### src/rtl/fir_cap_pkg.sv
// Shared constants for the FIR output capture block: default widths,
// requantisation shift, saturation limits and the round-half-up constant.
package fir_cap_pkg;

  localparam int SAMPLE_IN_WIDTH_DEF  = 32;
  localparam int SAMPLE_OUT_WIDTH_DEF = 16;
  localparam int FRAC_SHIFT_DEF       = 15;
  localparam int FIFO_DEPTH_DEF       = 8;

  // Limits and rounding constant at the default widths (Q15 coefficients).
  localparam logic [SAMPLE_OUT_WIDTH_DEF-1:0] SAT_MAX     = 16'h7FFF;
  localparam logic [SAMPLE_OUT_WIDTH_DEF-1:0] SAT_MIN     = 16'h8000;
  localparam logic [SAMPLE_IN_WIDTH_DEF-1:0]  ROUND_CONST = 32'h0000_4000;

endpackage

### src/rtl/fir_out_capture_if.sv
// Output stream of the capture block: FWFT head sample with valid/ready.
interface fir_out_capture_if #(
  parameter int WIDTH = fir_cap_pkg::SAMPLE_OUT_WIDTH_DEF
) ();

  logic signed [WIDTH-1:0] sample_out;
  logic                    out_valid;
  logic                    out_ready;

  modport master (output sample_out, output out_valid, input  out_ready);
  modport slave  (input  sample_out, input  out_valid, output out_ready);

endinterface

### src/rtl/sync_fifo.sv
// Single-clock FIFO with first-word-fall-through head and wrap-bit pointers;
// a push into a full FIFO succeeds only when a pop frees the head the same cycle.
module sync_fifo #(
  parameter int WIDTH = 16,
  parameter int DEPTH = 8
) (
  input  logic             CLK,
  input  logic             rst,
  input  logic             push,
  input  logic             pop,
  input  logic [WIDTH-1:0] din,
  output logic [WIDTH-1:0] dout,
  output logic             full,
  output logic             empty
);

  localparam int AW = $clog2(DEPTH);

  logic [WIDTH-1:0] mem [DEPTH];
  logic [AW:0]      wr_ptr;
  logic [AW:0]      rd_ptr;
  logic             wr_en;
  logic             rd_en;

  assign empty = (wr_ptr == rd_ptr);
  assign full  = (wr_ptr[AW] != rd_ptr[AW]) && (wr_ptr[AW-1:0] == rd_ptr[AW-1:0]);
  assign rd_en = pop && !empty;
  assign wr_en = push && (!full || rd_en);
  assign dout  = mem[rd_ptr[AW-1:0]];

  always_ff @(posedge CLK) begin
    if (rst) begin
      wr_ptr <= '0;
      rd_ptr <= '0;
    end else begin
      if (wr_en) wr_ptr <= wr_ptr + 1'b1;
      if (rd_en) rd_ptr <= rd_ptr + 1'b1;
    end
  end

  // NOTE: storage is not reset; the pointers alone define which entries are valid.
  always_ff @(posedge CLK) begin
    if (wr_en && !rst) mem[wr_ptr[AW-1:0]] <= din;
  end

endmodule

### src/rtl/fir_out_capture.sv
// Captures raw FIR samples, rounds/shifts/saturates them to the output width
// and buffers them in a FWFT FIFO, keeping sticky overflow/saturation flags.
module fir_out_capture
  import fir_cap_pkg::*;
#(
  parameter int SAMPLE_IN_WIDTH  = SAMPLE_IN_WIDTH_DEF,
  parameter int SAMPLE_OUT_WIDTH = SAMPLE_OUT_WIDTH_DEF,
  parameter int FRAC_SHIFT       = FRAC_SHIFT_DEF,
  parameter int FIFO_DEPTH       = FIFO_DEPTH_DEF
) (
  input  logic                              CLK,
  input  logic                              rst,
  input  logic                              En_CAP,
  input  logic signed [SAMPLE_IN_WIDTH-1:0] sample_in,
  fir_out_capture_if.master                 out_if,
  output logic                              overflow,
  output logic                              sat_flag,
  output logic [15:0]                       sample_count
);

  localparam int EXT_W = SAMPLE_IN_WIDTH + 1;
  localparam logic signed [EXT_W-1:0] MAX_EXT =
    {{(SAMPLE_IN_WIDTH-SAMPLE_OUT_WIDTH+2){1'b0}}, {(SAMPLE_OUT_WIDTH-1){1'b1}}};
  localparam logic signed [EXT_W-1:0] MIN_EXT =
    {{(SAMPLE_IN_WIDTH-SAMPLE_OUT_WIDTH+2){1'b1}}, {(SAMPLE_OUT_WIDTH-1){1'b0}}};
  localparam logic signed [EXT_W-1:0] ROUND_EXT = EXT_W'(1) << (FRAC_SHIFT - 1);

  logic signed [SAMPLE_IN_WIDTH-1:0] s1_data;
  logic                              s1_valid;
  logic signed [EXT_W-1:0]           rounded;
  logic signed [EXT_W-1:0]           shifted;
  logic [SAMPLE_OUT_WIDTH-1:0]       sat_data;
  logic                              clipped;
  logic [SAMPLE_OUT_WIDTH-1:0]       head;
  logic [SAMPLE_OUT_WIDTH-1:0]       last_out;
  logic                              full;
  logic                              empty;
  logic                              pop;
  logic                              wr_accept;

  // Stage 1: the valid bit qualifies the data, so only the valid bit is reset.
  always_ff @(posedge CLK) begin
    if (rst) s1_valid <= 1'b0;
    else     s1_valid <= En_CAP;
    s1_data <= sample_in;
  end

  // Stage 2: round half up in one extra bit, arithmetic shift, clip.
  // NOTE: every combinational output gets a default first so no latch is inferred.
  always_comb begin
    rounded  = $signed({s1_data[SAMPLE_IN_WIDTH-1], s1_data}) + ROUND_EXT;
    shifted  = rounded >>> FRAC_SHIFT;
    sat_data = shifted[SAMPLE_OUT_WIDTH-1:0];
    clipped  = 1'b0;
    if (shifted > MAX_EXT) begin
      sat_data = MAX_EXT[SAMPLE_OUT_WIDTH-1:0];
      clipped  = 1'b1;
    end else if (shifted < MIN_EXT) begin
      sat_data = MIN_EXT[SAMPLE_OUT_WIDTH-1:0];
      clipped  = 1'b1;
    end
  end

  assign pop       = !empty && out_if.out_ready;
  assign wr_accept = s1_valid && (!full || pop);

  sync_fifo #(
    .WIDTH (SAMPLE_OUT_WIDTH),
    .DEPTH (FIFO_DEPTH)
  ) u_fifo (
    .CLK   (CLK),
    .rst   (rst),
    .push  (s1_valid),
    .pop   (pop),
    .din   (sat_data),
    .dout  (head),
    .full  (full),
    .empty (empty)
  );

  // NOTE: registered state uses <= so every flop updates from pre-edge values.
  always_ff @(posedge CLK) begin
    if (rst) begin
      overflow     <= 1'b0;
      sat_flag     <= 1'b0;
      sample_count <= '0;
      last_out     <= '0;
    end else begin
      if (s1_valid && full && !pop) overflow <= 1'b1;
      if (wr_accept && clipped)     sat_flag <= 1'b1;
      if (wr_accept)                sample_count <= sample_count + 16'd1;
      if (pop)                      last_out <= head;
    end
  end

  // The popped head is remembered so an empty FIFO keeps presenting it.
  assign out_if.out_valid  = !empty;
  assign out_if.sample_out = empty ? last_out : head;

endmodule

### src/flat_wrapper.sv
// flat-port wrapper written by rule: the top's interface ports become plain ports
module fir_out_capture_flat import fir_cap_pkg::*;
#(
  parameter int SAMPLE_IN_WIDTH  = SAMPLE_IN_WIDTH_DEF,
  parameter int SAMPLE_OUT_WIDTH = SAMPLE_OUT_WIDTH_DEF,
  parameter int FRAC_SHIFT       = FRAC_SHIFT_DEF,
  parameter int FIFO_DEPTH       = FIFO_DEPTH_DEF
)
  (CLK, rst, En_CAP, sample_in, overflow, sat_flag, sample_count, out_if_sample_out, out_if_out_valid, out_if_out_ready);
  fir_out_capture_if #(.WIDTH(16)) out_if_i ();
  input  logic CLK;
  input  logic rst;
  input  logic En_CAP;
  input  logic signed [SAMPLE_IN_WIDTH-1:0] sample_in;
  output logic overflow;
  output logic sat_flag;
  output logic [15:0] sample_count;
  output wire logic [$bits(out_if_i.sample_out)-1:0] out_if_sample_out;
  output wire logic [$bits(out_if_i.out_valid)-1:0] out_if_out_valid;
  input wire logic [$bits(out_if_i.out_ready)-1:0] out_if_out_ready;
  assign out_if_sample_out = out_if_i.sample_out;
  assign out_if_out_valid = out_if_i.out_valid;
  assign out_if_i.out_ready = out_if_out_ready;
  fir_out_capture #(.SAMPLE_IN_WIDTH(SAMPLE_IN_WIDTH), .SAMPLE_OUT_WIDTH(SAMPLE_OUT_WIDTH), .FRAC_SHIFT(FRAC_SHIFT), .FIFO_DEPTH(FIFO_DEPTH)) u_core (.CLK(CLK), .rst(rst), .En_CAP(En_CAP), .sample_in(sample_in), .out_if(out_if_i), .overflow(overflow), .sat_flag(sat_flag), .sample_count(sample_count));
endmodule
### config.mk
export PLATFORM = sky130hd
export DESIGN_NAME = fir_out_capture_flat
export DESIGN_NICKNAME = d
export VERILOG_FILES = /design/src/rtl/fir_cap_pkg.sv /design/src/rtl/fir_out_capture_if.sv /design/src/rtl/sync_fifo.sv /design/src/rtl/fir_out_capture.sv /design/src/flat_wrapper.sv
export SDC_FILE = /design/constraint.sdc
export NUM_CORES = 1
export LEC_CHECK = 0
export CAP_MARGIN = 5
export CELL_PAD_IN_SITES_DETAIL_PLACEMENT = 1
export CELL_PAD_IN_SITES_GLOBAL_PLACEMENT = 1
export CORE_MARGIN = 2
export CORE_UTILIZATION = 48
export DETAILED_ROUTE_END_ITERATION = 7
export HOLD_SLACK_MARGIN = 0.1
export PLACE_DENSITY = 0.83
export SKIP_LAST_GASP = 1
export SYNTH_ARGS = -nofsm -noshare
export SYNTH_HDL_FRONTEND = slang
export SYNTH_SLANG_ARGS = --single-unit
### constraint.sdc
create_clock -name CLK -period 3.3 [get_ports CLK]
set_clock_uncertainty 0.05 [all_clocks]
set_input_delay 0.66 -clock CLK [delete_from_list [all_inputs] [get_ports CLK]]
set_output_delay 0.66 -clock CLK [all_outputs]
set_load 0.1 [all_outputs]
==> flow_metrics.env, run 1 <==
export IMPL_postSynthAreaPerCell_um2=15.04
export IMPL_fin_cells=818
export IMPL_place_congestion=0.7505
export IMPL_vias=4675
export IMPL_post_synth_top_count_cell="edfxtp_1"
export IMPL_final_area_um2=9400
export IMPL_cts_max_level=4
export IMPL_setup_slack_ns=0.1733
export IMPL_yosysWarningCount=0
export IMPL_required_ns=2.59
export IMPL_synthesis_instances=523
export IMPL_yosys_register_bits=192
export IMPL_synthTopCellsByArea="edfxtp_1 (49%), dfxtp_1 (16%), mux4_2 (9.2%)"
export IMPL_regArea_um2=5129
export IMPL_clk_latency_ns=0.44
export IMPL_syn_num_nets=563
export IMPL_cts_tree="yes"
export IMPL_syn_area_um2=7864
export IMPL_clock_path_buffers=2
export IMPL_max_freq_ghz=0.3198
export IMPL_dieArea_um2=17420
export IMPL_total_power_mw=6.415
export IMPL_hold_slack_ns=0.4545
export IMPL_dpl_cell_count=786
export IMPL_pin_count=71
export IMPL_cts_resized_gates=0
export IMPL_drc=0
export IMPL_synth_edf_count=128
export IMPL_nets=629
export IMPL_grt_remaining_overflow=0
export IMPL_diodes=0
export IMPL_ant_nets=0
export IMPL_ys_top_cells_by_count="edfxtp_1 (128), dfxtp_1 (64), nor2_1 (64)"
export IMPL_numPortBuffers=56
export IMPL_first_global_vias=4999
export IMPL_drive_above_1_share_pct=27.24
export IMPL_period_share_pct=94.75
export IMPL_slew_viol_final=0
export IMPL_hold_buffers=0
export IMPL_arrival_ns=2.42
export IMPL_grt_pass1_wl_um=28580
export IMPL_power_density_nw_per_um2=682.4
export IMPL_drt_wl_total_um=18050
export IMPL_initial_utilization_pct=49.33
export IMPL_drt_iter0_drc=345
export IMPL_wl_per_cell_um=22.07
export IMPL_hold_violations=0
export IMPL_r2r_start="u_core.s1_data[14]$_DFF_P_"
export IMPL_finalSetupTns_ns=0
export IMPL_postCtsSetupBuffers=0
export IMPL_final_setup_viol_count=0
export IMPL_rows=46
export IMPL_status="finished clean"
export IMPL_coreArea_um2=15940
export IMPL_hpwl_um=11330
export IMPL_finalCoreUtilization_pct=58.96
export IMPL_avgViaCountPerCell=5.715
export IMPL_drv_cap=0
export IMPL_post_dp_cell_area_um2=8859
export IMPL_dr_pass1_iters=4
export IMPL_vdd_drop_max_uv=457.5
export IMPL_cp_end_kind="output port"
export IMPL_ys_seq_area_share_pct=65.17
export IMPL_synth_top_cell_area_share_pct=48.88
export IMPL_nFillCells=1495
export IMPL_yosysUniqueCellTypes=50
export IMPL_worstSetupPathType="reg -> out"
export IMPL_period_needed_ns=3.127
export IMPL_cts_sinks=192
export IMPL_multi_input_area_um2=2579
export IMPL_synth_top_area_cell="edfxtp_1"
export IMPL_grt_util_all_layers_pct=21.95
export IMPL_dieHeight_um=132.0
export IMPL_cts_root_buffer="clkbuf_16"
export IMPL_path_clk_slew_ns=0.07
export IMPL_antenna_found_initial=0
export IMPL_synth_async_sr_flop_share_pct=0
export IMPL_synthFlopType="edfxtp_1"
export IMPL_grt_max_degree=37
export IMPL_worstMarginPinSlew_ns=0.8769
export IMPL_startpoint_type="flip-flop"
export IMPL_syn2layout_area_growth_pct=19.54
export IMPL_pre_cts_slack_ns=0.2807
export IMPL_path_max_fanout=24
export IMPL_die_w_um=132.0
export IMPL_p_leak_nw=3.077
export IMPL_min_from="u_core.last_out[12]$_SDFFE_PP0P_"
export IMPL_rsz0062_at_grt="false"
export IMPL_relSlewSlack_pct=40.92
export IMPL_hp_class="reg -> reg"
export IMPL_numCtsBuffers=17
==> report_power, final <==
part           switching, mW  internal, mW  total [mW]
combinational           1.19         0.638        1.83
sequential            0.0634          2.65        2.71
clock                  0.904         0.968        1.87
total                   2.16          4.26        6.41
==> layout make-up <==
type / count / area share, %
clock buffer: 17 / 4.525
tap: 216 / 2.875
multi-input combinational: 295 / 27.43
inverter: 7 / 0.2795
clock inverter: 15 / 1.171
timing repair buffer: 76 / 9.157
sequential: 192 / 54.56
==> critical path, stage by stage, from the launching register on <==
cell and delay [ns]:
dfxtp_4 0.47, buf_12 0.25, mux4_2 0.52, mux2i_1 0.35, a21oi_1 0.18, buf_12 0.20
==> flip-flops by register name, summed over array words and instances (netlist names), named ones only <==
signal and flops:
u_core.sample_count 16, u_core.s1_data 18, u_core.last_out 16, u_core.overflow 1
u_core.s1_valid 1, u_core.u_fifo.wr_ptr 4, u_core.sat_flag 1, u_core.u_fifo.mem 128
u_core.u_fifo.rd_ptr 4
==> cells in the final DEF (no fill, tap or decap), drive strengths merged, types with 5 or more instances in the layout <==
cell and n:
or3 6, and4 5, o2111ai 6, mux4 32, clkdlybuf4s50 21, nand3 8
dfxtp 64, xor2 23, buf 55, xnor2 11, mux2i 18, nor2 64
edfxtp 128, inv 11, o211ai 5, o21ai 21, nand2 19, clkinv 8
a21oi 25, a211oi 16, clkbuf 17, and3 5, nand4 6
==> logic make-up (layout without fill, tap and decap cells) <==
logic type | Yosys count | in the layout | synth area share [%]
fa+ha+maj | 4 | 4 | 0.6365
buf+inv | 36 | 115 | 2.737
mux | 50 | 50 | 11.46
xor+xnor | 34 | 34 | 4.169
compound gates | 80 | 80 | 8.162
flops | 192 | 192 | 65.17
simple gates | 127 | 127 | 7.669
==> path summary, 6_finish.rpt <==
| check | end | slack, ns | cells after the start |
|---|---|---|---|
| worst max-delay path | out_if_sample_out[14] | 0.17 | 5 |
| worst min-delay path | u_core.last_out[12]$_SDFFE_PP0P_ | 0.45 | 2 |
| worst max register to register | u_core.u_fifo.mem[4][3]$_DFFE_PP_ | 0.55 | 6 |
| worst min register to register | u_core.last_out[12]$_SDFFE_PP0P_ | 0.45 | 2 |
==> metal layers <==
metal	GRT usage (%)	share of wire, %	up-vias
li1	-	-	2109
met1	27.58	41	2374
met2	36.72	52	165
met3	4.652	5.0	27
met4	9.964	2.2	0
met5	0	0	-
(Power assumes the default switching activity.)
==> inputs of run 2 (changes only) <==
--- a/config.mk
+++ b/config.mk
@@ -9,10 +9,11 @@
 export CELL_PAD_IN_SITES_DETAIL_PLACEMENT = 1
 export CELL_PAD_IN_SITES_GLOBAL_PLACEMENT = 1
 export CORE_MARGIN = 2
-export CORE_UTILIZATION = 48
+export CORE_UTILIZATION = 50
+export CTS_BUF_LIST = sky130_fd_sc_hd__clkbuf_8 sky130_fd_sc_hd__clkbuf_16
 export DETAILED_ROUTE_END_ITERATION = 7
 export HOLD_SLACK_MARGIN = 0.1
-export PLACE_DENSITY = 0.83
+export PLACE_DENSITY = 0.86
 export SKIP_LAST_GASP = 1
 export SYNTH_ARGS = -nofsm -noshare
 export SYNTH_HDL_FRONTEND = slang
==> constraint.sdc (replaced) <==
create_clock -name CLK -period 3.65 [get_ports CLK]
set_clock_uncertainty 0.05 [all_clocks]
set_input_delay 0.73 -clock CLK [delete_from_list [all_inputs] [get_ports CLK]]
set_output_delay 0.73 -clock CLK [all_outputs]
set_load 0.1 [all_outputs]
==> run 2 against run 1 <==
Non-clock buffer count is 2 lower. Via count decreased by 1.3%. Clock power about the same. Critical path depth did not move.
==> flow_metrics.env, run 2 (same netlist as run 1, synthesis figures left out) <==
export IMPL_grtUsageMet1_pct=28.31
export IMPL_diodes=0
export IMPL_dieHeight_um=129.4
export IMPL_status="finished clean"
export IMPL_setup_slack_ns=0.4265
export IMPL_pre_cts_slack_ns=0.6028
export IMPL_numPortBuffers=56
export IMPL_syn2layout_area_growth_pct=19.65
export IMPL_largest_reg_flops=128
export IMPL_post_dp_cell_area_um2=8816
export IMPL_required_ns=2.87
export IMPL_dieArea_um2=16750
export IMPL_hold_buffers=0
export IMPL_dpl_cell_count=779
export IMPL_slowest_delay_ns=0.57
export IMPL_top_usage_layer="met2"
export IMPL_r2r_slack_ns=0.65
export IMPL_rows=45
export IMPL_clk_latency_ns=0.43
export IMPL_intPower_mw=4.019
export IMPL_drive_above_1_share_pct=21.67
export IMPL_p_leak_nw=3.054
export IMPL_layout_common_cells="edfxtp_1 (128), nor2_1 (64), dfxtp_1 (63), clkdlybuf4s50_1 (39), mux4_2 (32)"
export IMPL_p_sw_mw=1.919
export IMPL_hp_class="reg -> reg"
export IMPL_grt_util_all_layers_pct=22.61
export IMPL_drv_cap=0
export IMPL_min_from="u_core.sample_count[15]$_SDFFE_PP0P_"
export IMPL_drt_iter0_drc=330
export IMPL_grt_remaining_overflow=0
export IMPL_cp_end_kind="output port"
export IMPL_arrival_ns=2.44
export IMPL_final_setup_viol_count=0
export IMPL_hold_violations=0
export IMPL_use_met2_pct=38.73
export IMPL_period_share_pct=88.31
export IMPL_ant_nets=0
export IMPL_dr_pass1_iters=4
export IMPL_antenna_found_initial=0
export IMPL_final_common_cell="edfxtp_1"
export IMPL_grt_max_degree=44
export IMPL_relSlewSlack_pct=26.51
export IMPL_power_switching_share_pct=32.32
export IMPL_cts_tree="yes"
export IMPL_drt_wl_total_um=17960
export IMPL_r2r_end="u_core.u_fifo.mem[5][4]$_DFFE_PP_"
export IMPL_seqPwrFrac_pct=41.2
export IMPL_vdd_drop_max_uv=378.6
export IMPL_grt_pass1_wl_um=27680
export IMPL_nets=627
export IMPL_place_congestion=0.7175
export IMPL_first_global_vias=4911
export IMPL_avgViaCountPerCell=5.692
export IMPL_cts_sinks=192
export IMPL_path_max_fanout=32
export IMPL_postCtsSetupBuffers=0
export IMPL_hpwl_um=11170
export IMPL_worstMarginPinSlew_ns=1.091
export IMPL_cts_root_buffer="clkbuf_16"
export IMPL_max_freq_ghz=0.3102
export IMPL_worstSetupPathType="reg -> out"
export IMPL_power_density_nw_per_um2=631.2
export IMPL_pin_count=71
export IMPL_path_clk_slew_ns=0.07
export IMPL_startpoint_type="flip-flop"
export IMPL_clock_path_buffers=2
export IMPL_wl_per_cell_um=22.14
export IMPL_rsz0062_at_grt="false"
export IMPL_slowest_stage="mux4_2"
export IMPL_vias=4616
export IMPL_finalCoreUtilization_pct=61.66
export IMPL_power_share_clock_pct=31.5
export IMPL_cts_resized_gates=0
export IMPL_period_needed_ns=3.223
export IMPL_gr_usage_met3_pct=4.748
export IMPL_coreArea_um2=15260
export IMPL_fin_cells=811
export IMPL_ff2ff_path_depth=6
export IMPL_numCtsBuffers=17
export IMPL_cts_max_level=4
export IMPL_r2r_start="u_core.s1_data[15]$_DFF_P_"
export IMPL_hold_slack_ns=0.4468
export IMPL_nFillCells=1428
export IMPL_cp_common_cell="buf_12"
export IMPL_slew_viol_final=0
export IMPL_die_w_um=129.4
export IMPL_final_area_um2=9409
export IMPL_crit_chain="buf_12, mux4_2, mux2i_1, a21oi_1, buf_12"
export IMPL_drc=0
export IMPL_initial_utilization_pct=51.54
export IMPL_power_frac_comb_pct=27.3
export IMPL_crit_end="out_if_sample_out[0]"
[run 2: changes by cell type in the layout (fill, tap and decap cells not counted), moves of 2 or more]
cell and delta:
buf_12 -2, a21oi_1 +11, buf_4 -18, clkinv_4 -3
bufinv_16 +3, clkdlybuf4s50_1 +18, a21oi_2 -11, inv_1 +2
[run 2: worst min-delay path by stage]
| stage | cells after the start | slack, ns | end |
|---|---|---|---|
| after floorplan | 2 | 0.43 | u_core.last_out[11]$_SDFFE_PP0P_ |
| after global placement | 2 | 0.41 | u_core.overflow$_SDFFE_PP0P_ |
| after detailed placement | 2 | 0.43 | u_core.sample_count[15]$_SDFFE_PP0P_ |
| after CTS | 2 | 0.44 | u_core.sample_count[15]$_SDFFE_PP0P_ |
| after global routing | 2 | 0.47 | u_core.last_out[13]$_SDFFE_PP0P_ |
| final | 2 | 0.45 | u_core.sample_count[15]$_SDFFE_PP0P_ |
[run 2: final cells by class]
cell class / count / area [µm²] / area share, %
clock buffer: 17 / 425.4 / 4.521
clock inverter: 15 / 167.7 / 1.782
inverter: 7 / 26.28 / 0.2793
multi-input combinational: 295 / 2534 / 26.93
sequential: 192 / 5126 / 54.48
tap: 211 / 264.0 / 2.806
timing repair buffer: 74 / 865.8 / 9.202
[run 2: power groups by stage]
stage	Sequential, mW	Clock (mW)	Combinational [mW]
2_1_floorplan	2.49	0	1.09
3_3_place_gp	2.48	0	1.58
3_5_place_dp	2.49	0	1.62
4_1_cts	2.45	1.90	1.63
5_1_grt	2.45	1.97	1.70
6_report	2.45	1.87	1.62
[run 2: per-stage QoR]
stage | setup TNS [ns] | power [mW]
after floorplan | -3.213 | 3.577
after global placement | 0 | 4.060
after detailed placement | 0 | 4.108
after CTS | 0 | 5.978
after global routing | 0 | 6.116
final | 0 | 5.939
[run 2: layer usage]
metal	vias to the layer above	share of wire, %
met5	-	0
met4	0	1.6
met3	26	5.6
met2	149	52
met1	2329	41
li1	2112	-
[run 2: critical path: cells and delay by family (launching register included)]
family / cells / cell delay, ns
mux: 2 / 0.97
buf+inv: 2 / 0.47
flops: 1 / 0.35
compound gates: 1 / 0.20
